File: src/rtl/reg_file_param.sv
// reg_file_param: parametrised CPU register file with a sequential post-reset clear.
//
// Two combinational read ports, one general write port and a dedicated R0
// (accumulator) write port. After reset the storage is cleared one entry per
// cycle; ready goes high once every entry has been cleared. Until then, and
// while reset is high, reads return zero and all writes are dropped.
//
// Optional feature (macro REGFILE_BYPASS_EN): same-cycle write-to-read bypass.
//
// Ports:
//   clk       rising-edge clock
//   reset     synchronous, active-high reset
//   add1/add2 read addresses; r1data/r2data combinational read data
//   r0data    continuous view of entry 0
//   wadd/wdata/regwrite  general write port
//   wr0/r0write          dedicated R0 write port (wins over regwrite to entry 0)
//   ready     registered, 1 = clear finished and writes accepted
module reg_file_param #(
    parameter int unsigned DATA_W = 16,
    parameter int unsigned ADDR_W = 4
) (
    input  logic              clk,
    input  logic              reset,
    input  logic [ADDR_W-1:0] add1,
    input  logic [ADDR_W-1:0] add2,
    output logic [DATA_W-1:0] r1data,
    output logic [DATA_W-1:0] r2data,
    output logic [DATA_W-1:0] r0data,
    input  logic [ADDR_W-1:0] wadd,
    input  logic [DATA_W-1:0] wdata,
    input  logic              regwrite,
    input  logic [DATA_W-1:0] wr0,
    input  logic              r0write,
    output logic              ready
);

    localparam int unsigned DEPTH = 1 << ADDR_W;

    typedef enum logic [1:0] {
        CLEAR = 2'd0,
        READY = 2'd1
    } state_e;

    state_e              state_q, state_d;
    logic [ADDR_W-1:0]   clr_idx_q, clr_idx_d;
    logic                ready_q, ready_d;
    logic [DATA_W-1:0]   mem_q [DEPTH];

    logic                rd_en;

    // State register
    always_ff @(posedge clk) begin
        if (reset) begin
            state_q   <= CLEAR;
            clr_idx_q <= '0;
            ready_q   <= 1'b0;
        end else begin
            state_q   <= state_d;
            clr_idx_q <= clr_idx_d;
            ready_q   <= ready_d;
        end
    end

    // Next state: walk clr_idx across every entry, then settle in READY
    always_comb begin
        state_d   = state_q;
        clr_idx_d = clr_idx_q;
        ready_d   = ready_q;
        case (state_q)
            CLEAR: begin
                clr_idx_d = ADDR_W'(clr_idx_q + 1'b1);
                if (clr_idx_q == ADDR_W'(DEPTH - 1)) begin
                    state_d = READY;
                    ready_d = 1'b1;
                end
            end
            READY: begin
                ready_d = 1'b1;
            end
            default: begin
                state_d   = CLEAR;
                clr_idx_d = '0;
                ready_d   = 1'b0;
            end
        endcase
    end

    // Storage: untouched by reset itself; the clear engine zeroes it afterwards.
    // The r0write assignment comes last so it overrides regwrite to entry 0.
    always_ff @(posedge clk) begin
        if (!reset) begin
            if (state_q == CLEAR) begin
                mem_q[clr_idx_q] <= '0;
            end else if (state_q == READY) begin
                if (regwrite) begin
                    mem_q[wadd] <= wdata;
                end
                if (r0write) begin
                    mem_q[0] <= wr0;
                end
            end
        end
    end

    assign rd_en = !reset && (state_q == READY);
    assign ready = ready_q;

    // Read ports: zero until the file is usable
    always_comb begin
        r1data = '0;
        r2data = '0;
        r0data = '0;
        if (rd_en) begin
            r1data = mem_q[add1];
            r2data = mem_q[add2];
            r0data = mem_q[0];
`ifdef REGFILE_BYPASS_EN
            // Forward the committing write; r0write has priority at address 0
            if (regwrite && (wadd == add1)) begin
                r1data = wdata;
            end
            if (r0write && (add1 == '0)) begin
                r1data = wr0;
            end
            if (regwrite && (wadd == add2)) begin
                r2data = wdata;
            end
            if (r0write && (add2 == '0)) begin
                r2data = wr0;
            end
            if (r0write) begin
                r0data = wr0;
            end
`endif
        end
    end

endmodule

File: config.mk
export PLATFORM = sky130hd
export DESIGN_NAME = reg_file_param
export DESIGN_NICKNAME = d
export VERILOG_FILES = /design/src/rtl/reg_file_param.sv
export SDC_FILE = /design/constraint.sdc
export NUM_CORES = 1
export LEC_CHECK = 0
export CAP_MARGIN = 0
export CORE_ASPECT_RATIO = 1.2
export CORE_MARGIN = 10
export CORE_UTILIZATION = 62
export DETAILED_ROUTE_END_ITERATION = 12
export DONT_BUFFER_PORTS = 1
export PLACE_DENSITY_LB_ADDON = 0.25
export SLEW_MARGIN = 20
export SYNTH_ARGS = -nofsm -noshare
export SYNTH_HDL_FRONTEND = slang
export SYNTH_SLANG_ARGS = --single-unit
export TNS_END_PERCENT = 100
File: constraint.sdc
create_clock -name clk -period 3.6 [get_ports clk]
set_clock_uncertainty 0.2 [all_clocks]
set_input_delay 0.36 -clock clk [delete_from_list [all_inputs] [get_ports clk]]
set_output_delay 0.36 -clock clk [all_outputs]
set_load 0.1 [all_outputs]
# Yosys cells after proc, flatten, opt, wreduce, memory -nomap -nowiden
# Memory sizes are Yosys's and may differ from the RTL's.
# Index checks and enable logic that the tools add are counted.
[totals] memories=1 mem_bits_rw=256 in_bits=48 elab_cells=38 regBits=7 out_inout_bits=49
[classes] n_reduce_logical=5 eq_ne=3 bitwise_logic=1 add_sub_neg=1 mux=24
[memory_table] memory="mem_q" depth=16 word_bits=16 read_ports=3 rd_ports_with_merged_regs=0 write_ports=2 line="47" text="logic [DATA_W-1:0] mem_q [DEPTH];"
[ops] operator="16-bit two-way mux" n=4
[ops] operator="16-bit OR reduction" n=1
[ops] operator="1-bit two-way mux" n=15
[ops] operator="4-bit case mux with 2 select lines" n=1
[ops] operator="4-bit by 1-bit adder with 4-bit output, second input constant" n=1
[ops] operator="4-bit equality test, second input constant" n=1
[ops] operator="4-bit two-way mux" n=1
[ops] operator="2-bit case mux with 2 select lines" n=1
[ops] operator="2-bit by 1-bit equality test with 1-bit output, second input constant" n=1
[ops] operator="2-bit logical NOT" n=1
[ops] operator="2-bit two-way mux" n=1
[ops] operator="2-bit inequality test, second input constant" n=1
[ops] operator="1-bit case mux with 2 select lines" n=1
[ops] operator="2-bit AND reduction" n=1
[ops] operator="1-bit logical AND" n=1
[ops] operator="1-bit logical NOT" n=1
[ops] operator="1-bit NOT" n=1

# Logic depth before layout (Yosys ltp)
# Gate-level depths: netlist of the first run.
[logic_depth] ltp_word=7 depth_mapped=8 depth_no_buf=4

# Least setup slack after synthesis of the first run
# No wires, ideal clock.
[synth_path] path_type="input -> output" from="input port add1[0]" to="output port r1data[15]" t_required_ps=3040 n_path_buf=4 path_slack_ps=362 stages=8 arrival_time_ps=2678 path_cell_list="buf_6 > buf_6 > buf_6 > buf_6 > mux2i_1 > nand2_1 > a32oi_1 > o211ai_1"
[synth_between] elab_chain_cells=2
[synth_rtl] element="start, declared" line="24" text="input logic [ADDR_W-1:0] add1,"
[synth_rtl] element="memory 16 x 16 bit"
[synth_rtl] element="16-bit two-way mux" line="113" text="if (rd_en) begin"
[synth_rtl] element="end, declared" line="26" text="output logic [DATA_W-1:0] r1data,"
# Every way passes these cells.

# Final worst setup path of the first run
[layout_path] from="register state_q[0]" to="output port r1data[15]"
[layout_between] elab_chain_cells=3
[layout_rtl] element="start, declared" line="44" text="state_e state_q, state_d;"
[layout_rtl] element="start signal, assigned" line="58" text="state_q <= state_d;"
[layout_rtl] element="2-bit by 1-bit equality test with 1-bit output" line="105" text="assign rd_en = !reset && (state_q == READY);"
[layout_rtl] element="1-bit logical AND" line="105"
[layout_rtl] element="16-bit two-way mux" line="113"
# Every way passes these cells.

==> results.sh, run 1 <==
export IMPL_num_io_pins=97
export IMPL_synth_area_mm2=0.0130
export IMPL_synth_area_per_cell_um2=14.9
export IMPL_overflow=0
export IMPL_cts_tree="done"
export IMPL_relSlewSlack_pct=34.1
export IMPL_cts_sinks=262
export IMPL_layout_nets=1002
export IMPL_min_delay_start="reset"
export IMPL_cap_violations=0
export IMPL_post_route_min_period_ns=3.38
export IMPL_tns_ns=0
export IMPL_setup_viol=0
export IMPL_r2r_start="state_q[0]$_SDFFE_PP0P_"
export IMPL_ff_latch_area_mm2=0.00781
export IMPL_synthCells=871
export IMPL_fmax_mhz=296
export IMPL_numCtsBuffers=26
export IMPL_ir_drop_mv=0.341
export IMPL_worst_pin_slew_ns=0.988
export IMPL_die_height_um=178
export IMPL_grt_use_total_pct=26.9
export IMPL_htreeDepth=1
export IMPL_diodes=0
export IMPL_synth_edf_count=256
export IMPL_required_ns=3.04
export IMPL_ys_top_cells_by_area="edfxtp_1, mux4_2, mux2i_1"
export IMPL_crit_path_end_kind="primary output"
export IMPL_fp_row_count=57
export IMPL_nFillCells=1197
export IMPL_yosysUniqueCellTypes=40
export IMPL_path_max_fanout=29
export IMPL_vias_per_cell=7.25
export IMPL_synth_main_ff_cell="edfxtp_1"
export IMPL_clkTransAtPathRegs_ns=0.06
export IMPL_fin_hold_ws_ns=0.128
export IMPL_die_w_um=152
export IMPL_cp_arrival_ns=2.82
export IMPL_drive_gt1_share_pct=21.0
export IMPL_die_area_mm2=0.0271
export IMPL_core_area_mm2=0.0204
export IMPL_grt_max_degree=98
export IMPL_antenna_found_initial=0
export IMPL_r2r_slack_ns=0.66
export IMPL_hold_path_end="mem_q[4][4]$_DFFE_PP_"
export IMPL_status="complete, no violations"
export IMPL_layout_area_overhead_vs_synth_pct=17.6
export IMPL_synth_top_cells_by_count="edfxtp_1, mux2i_1, nand2_1"
export IMPL_rsz0062_at_grt="false"
export IMPL_hold_depth=3
export IMPL_insertion_delay_ns=0.53
export IMPL_dp_hpwl_um=23300
export IMPL_syn_num_nets=920
export IMPL_io_buffers=0
export IMPL_setup_worst_path_class="flop to primary output"
export IMPL_clockBufferDepth=3
export IMPL_startpoint_type="flop"
export IMPL_post_route_drc_count=0
export IMPL_num_vias=8962
export IMPL_ys_ff_latch=262
export IMPL_multi_input_area_mm2=0.00478
export IMPL_cts_root_buf="clkbuf_16"
export IMPL_p_per_area_mw_per_mm2=408
export IMPL_r2r_end="mem_q[5][13]$_DFFE_PP_"
export IMPL_grt_pass1_vias=9445
export IMPL_firstDrtPassIters=5
export IMPL_finalCritPeriodShare_pct=93.8
export IMPL_slew_viol_final=0
export IMPL_drtIter0Drc=1065
export IMPL_synth_top_area_share_pct=59.3
export IMPL_yosysTopAreaCell="edfxtp_1"
export IMPL_initial_core_util_pct=63.6
export IMPL_wl_um=37500
export IMPL_seq_area_frac_synth_pct=60.2
export IMPL_wl_per_cell_um=30.3
export IMPL_ant_nets=0
export IMPL_hold_path_class="input pin to flop"
export IMPL_grt_pass1_wl_um=56100
export IMPL_synth_most_common_cell="edfxtp_1"
export IMPL_place_congestion=0.946
export IMPL_hold_viol=0
export IMPL_leakagePower_uw=0.00571
export IMPL_r2r_cells=5
export IMPL_yosys_warnings=0
export IMPL_async_reset_ff_share_pct=0
## cell usage in the layout (no fill, tap or decap), types with 4 or more instances in the layout
cell	count
buf_4	56
and3_1	19
nand4_1	19
buf_12	14
a21oi_1	14
o2111ai_1	10
clkinv_2	6
edfxtp_1	256
nand2_1	101
dlygate4sd3_1	34
nor2_1	45
a22oi_1	33
o211ai_1	18
a32oi_1	18
buf_16	18
nand3_1	13
dfxtp_1	6
clkbuf_16	27
and2_1	22
mux4_2	71
mux2i_1	113
clkinv_1	7
nor2b_1	6
a31oi_1	4
## sequential cells by signal, indices dropped and copies added (netlist names)
| name | cells |
|---|---|
| mem_q | 256 |
| clr_idx_q | 4 |
| ready | 1 |
| state_q | 1 |
## power by group
group          switching, uW  leakage, uW  internal [uW]
Combinational            145      0.00257            178
Sequential              26.0      0.00275           3340
Clock                   1100     0.000385           1430
Total                   1280      0.00571           4940
## per-stage QoR
step	utilization, %	power [uW]	worst slack, ns	cell area (um^2)	instances
2_1_floorplan	-	3710	0.362	13000	871
3_3_place_gp	69.3	3690	0.936	14100	1156
3_5_place_dp	69.3	3700	0.777	14100	1156
4_1_cts	74.8	6210	0.281	15300	1236
5_1_grt	74.8	6350	0.0758	15300	1236
6_report	74.8	6220	0.223	15300	1236
## layer usage
| metal | vias up | routed length, um | GRT usage, % |
|---|---|---|---|
| met1 | 4465 | 12700 | 33.0 |
| met2 | 722 | 18000 | 44.0 |
| li1 | 3648 | - | - |
| met3 | 127 | 5120 | 7.40 |
| met4 | 0 | 1700 | 12.3 |
| met5 | - | 0 | 0 |
## how the worst max path moves through the flow
stage                                       start                      to  depth (start not counted)
after floorplan                           add1[0]              r1data[15]                          8
after global placement    state_q[0]$_SDFFE_PP0P_  mem_q[4][11]$_DFFE_PP_                          5
after detailed placement  state_q[0]$_SDFFE_PP0P_   mem_q[1][0]$_DFFE_PP_                          5
after CTS                 state_q[0]$_SDFFE_PP0P_               r1data[3]                          6
after global routing      state_q[0]$_SDFFE_PP0P_               r1data[1]                          6
final                     state_q[0]$_SDFFE_PP0P_              r1data[15]                          6
## critical path, cell delays in order (launching register included)
cell and delay (ns):
dfxtp_1 0.62, nor2b_2 0.30, and2_1 0.14, buf_4 0.38, a32oi_1 0.20, o211ai_1 0.41, buf_16 0.22
## cells by family after synthesis
group,synth area share [%]
compound gates,6.05
fa+ha+maj,0.0965
buf+inv,3.01
xor+xnor,0.203
simple gates,8.89
flops,60.2
mux,21.5
## area by class of cell
class / instances / area share, %
sequential: 262 / 51.2
multi-input combinational: 538 / 31.3
timing repair buffer: 122 / 10.1
clock buffer: 30 / 4.50
tap: 265 / 2.17
clock inverter: 16 / 0.664
inverter: 3 / 0.0738
## what timing repair did
item,in CTS,in global routing
hold buffers,34,0
hold endpoints to repair,27,0
buffers inserted,0,0
gates resized for setup,0,0
(Power assumes the default switching activity.)
==> inputs of run 2 (changes only) <==
--- a/config.mk
+++ b/config.mk
@@ -16,4 +16,4 @@
 export SYNTH_ARGS = -nofsm -noshare
 export SYNTH_HDL_FRONTEND = slang
 export SYNTH_SLANG_ARGS = --single-unit
-export TNS_END_PERCENT = 100
+export TNS_END_PERCENT = 50
==> results of run 2 <==
No change in the layout: final DEF, timing and power equal those of run 1.
==> inputs of run 3 (changes only) <==
==> constraint.sdc (replaced) <==
create_clock -name clk -period 4.1 [get_ports clk]
set_clock_uncertainty 0.2 [all_clocks]
set_input_delay 0.41 -clock clk [delete_from_list [all_inputs] [get_ports clk]]
set_output_delay 0.41 -clock clk [all_outputs]
set_load 0.1 [all_outputs]
==> run 3 against run 2 <==
Sequential share of layout area increased by 0.20 points; via count decreased by 0.57%; non-clock buffer count decreased by 12; global-route usage decreased by 0.092 points; clock power decreased by 9.5%; combinational power decreased by 13%; core utilization decreased by 0.29 points; largest power group unchanged; die area unchanged; routed wire length decreased by 0.16%; flip-flop and latch count unchanged; highest routed layer unchanged.
==> results.sh, run 3 (synthesis gave the netlist of run 1 again) <==
export IMPL_die_area_mm2=0.0271
export IMPL_path_max_fanout=18
export IMPL_intPower_uw=4390
export IMPL_setup_viol=0
export IMPL_startpoint_type="flop"
export IMPL_slew_viol_final=0
export IMPL_combPwrFrac_pct=5.1
export IMPL_numCtsBuffers=26
export IMPL_leakagePower_uw=0.00566
export IMPL_insertion_delay_ns=0.53
export IMPL_fin_hold_ws_ns=0.0644
export IMPL_largest_register_ffs=256
export IMPL_num_io_pins=97
export IMPL_wl_um=37400
export IMPL_wl_per_cell_um=30.5
export IMPL_cp_arrival_ns=3.37
export IMPL_ir_drop_mv=0.355
export IMPL_firstDrtPassIters=5
export IMPL_die_height_um=178
export IMPL_tns_ns=0
export IMPL_initial_core_util_pct=63.6
export IMPL_drive_gt1_share_pct=20.6
export IMPL_status="complete, no violations"
export IMPL_overflow=0
export IMPL_post_route_drc_count=0
export IMPL_hold_path_class="input pin to flop"
export IMPL_dp_hpwl_um=22800
export IMPL_layout_common_cells="edfxtp_1, mux2i_1, nand2_1"
export IMPL_core_area_mm2=0.0204
export IMPL_cts_root_buf="clkbuf_16"
export IMPL_io_buffers=0
export IMPL_num_vias=8911
export IMPL_grt_max_degree=98
export IMPL_hold_viol=0
export IMPL_diodes=0
export IMPL_post_route_min_period_ns=3.98
export IMPL_grt_pass1_wl_um=55700
export IMPL_clockBufferDepth=3
export IMPL_met2_usage_pct=44.0
export IMPL_crit_path_end_kind="primary output"
export IMPL_cts_sinks=262
export IMPL_htreeDepth=1
export IMPL_largest_register="mem_q"
export IMPL_cap_violations=0
export IMPL_drtIter0Drc=1142
export IMPL_antenna_found_initial=0
export IMPL_setup_worst_path_class="flop to primary output"
export IMPL_place_inst=1147
export IMPL_power_switching_uw=1130
export IMPL_grt_use_total_pct=26.8
export IMPL_finalCritPeriodShare_pct=97.1
export IMPL_worst_pin_slew_ns=0.986
export IMPL_p_sw_share_pct=20.5
export IMPL_rsz0062_at_grt="false"
export IMPL_fmax_mhz=251
export IMPL_cp_cell_sequence="nor2b_2 -> buf_4 -> and2_1 -> a32oi_1 -> o211ai_1 -> buf_16"
export IMPL_required_ns=3.49
export IMPL_relSlewSlack_pct=34.0
export IMPL_ant_nets=0
export IMPL_cts_tree="done"
export IMPL_cpLargestDelayFamily="simple AND/OR/NAND/NOR gates"
export IMPL_layout_area_overhead_vs_synth_pct=17.2
export IMPL_cp_num_buf_inv=2
export IMPL_grt_use_met1_pct=33.3
export IMPL_vias_per_cell=7.27
export IMPL_grt_busiest_layer="met2"
export IMPL_path_depth=6
export IMPL_final_cells=1226
export IMPL_fp_row_count=57
export IMPL_hold_depth=2
export IMPL_power_clock_fraction_pct=41.5
export IMPL_grt_pass1_vias=9169
export IMPL_grt_use_met3_pct=6.55
export IMPL_final_util_pct=74.5
export IMPL_r2r_cells=5
export IMPL_layout_nets=990
export IMPL_reg_top3="mem_q: 256 flops, clr_idx_q: 4 flops"
export IMPL_p_per_area_mw_per_mm2=364
export IMPL_slowest_stage="and2_1"
export IMPL_die_w_um=152
export IMPL_total_power_uw=5530
export IMPL_seq_power_share_pct=53.4
export IMPL_clkTransAtPathRegs_ns=0.07
export IMPL_layout_commonest_cell="edfxtp_1"
export IMPL_cp_slowest_stage_delay_ns=0.77
export IMPL_place_congestion=0.916
-- run 3: power groups by stage --
| stage | clock network [uW] | logic [uW] | registers [uW] |
|---|---|---|---|
| after floorplan | 0 | 261 | 3000 |
| after global placement | 0 | 237 | 3010 |
| after detailed placement | 0 | 242 | 3010 |
| after CTS | 2290 | 273 | 2950 |
| after global routing | 2400 | 296 | 2950 |
| final | 2290 | 281 | 2950 |
-- run 3: per-stage QoR --
stage | area (um^2) | setup slack (ns)
floorplan | 13000 | 0.762
global placement | 14100 | 1.02
detailed placement | 14100 | 0.835
CTS | 15200 | 0.279
global route | 15200 | 0.0111
finish | 15200 | 0.120
-- run 3: area by class of cell --
cell class / count / area (um^2)
clock buffers: 40 / 744
clock inverters: 8 / 66.3
fillers: 1225 / 5200
inverters: 3 / 11.3
multi-input cells: 538 / 4800
flip-flops and latches: 262 / 7810
well taps: 265 / 332
repair buffers: 110 / 1440
-- run 3: routing by layer --
| metal | wire, um | vias to the layer above |
|---|---|---|
| li1 | - | 3631 |
| met1 | 12600 | 4401 |
| met2 | 18000 | 722 |
| met3 | 4890 | 157 |
| met4 | 1950 | 0 |
| met5 | 0 | - |
-- run 3: final timing paths --
check                             from                   endpoint  slack, ns
min                            wr0[10]     mem_q[0][10]$_DFFE_PP_       0.06
max reg2reg    state_q[0]$_SDFFE_PP0P_     mem_q[4][12]$_DFFE_PP_       1.15
min reg2reg  clr_idx_q[0]$_SDFFE_PP0N_  clr_idx_q[0]$_SDFFE_PP0N_       0.40
max            state_q[0]$_SDFFE_PP0P_                 r2data[13]       0.12
-- run 3: what timing repair did --
action,CTS,global route
buffers inserted,0,0
resized for setup,0,0
hold buffers,31,0
hold endpoints to repair,21,0
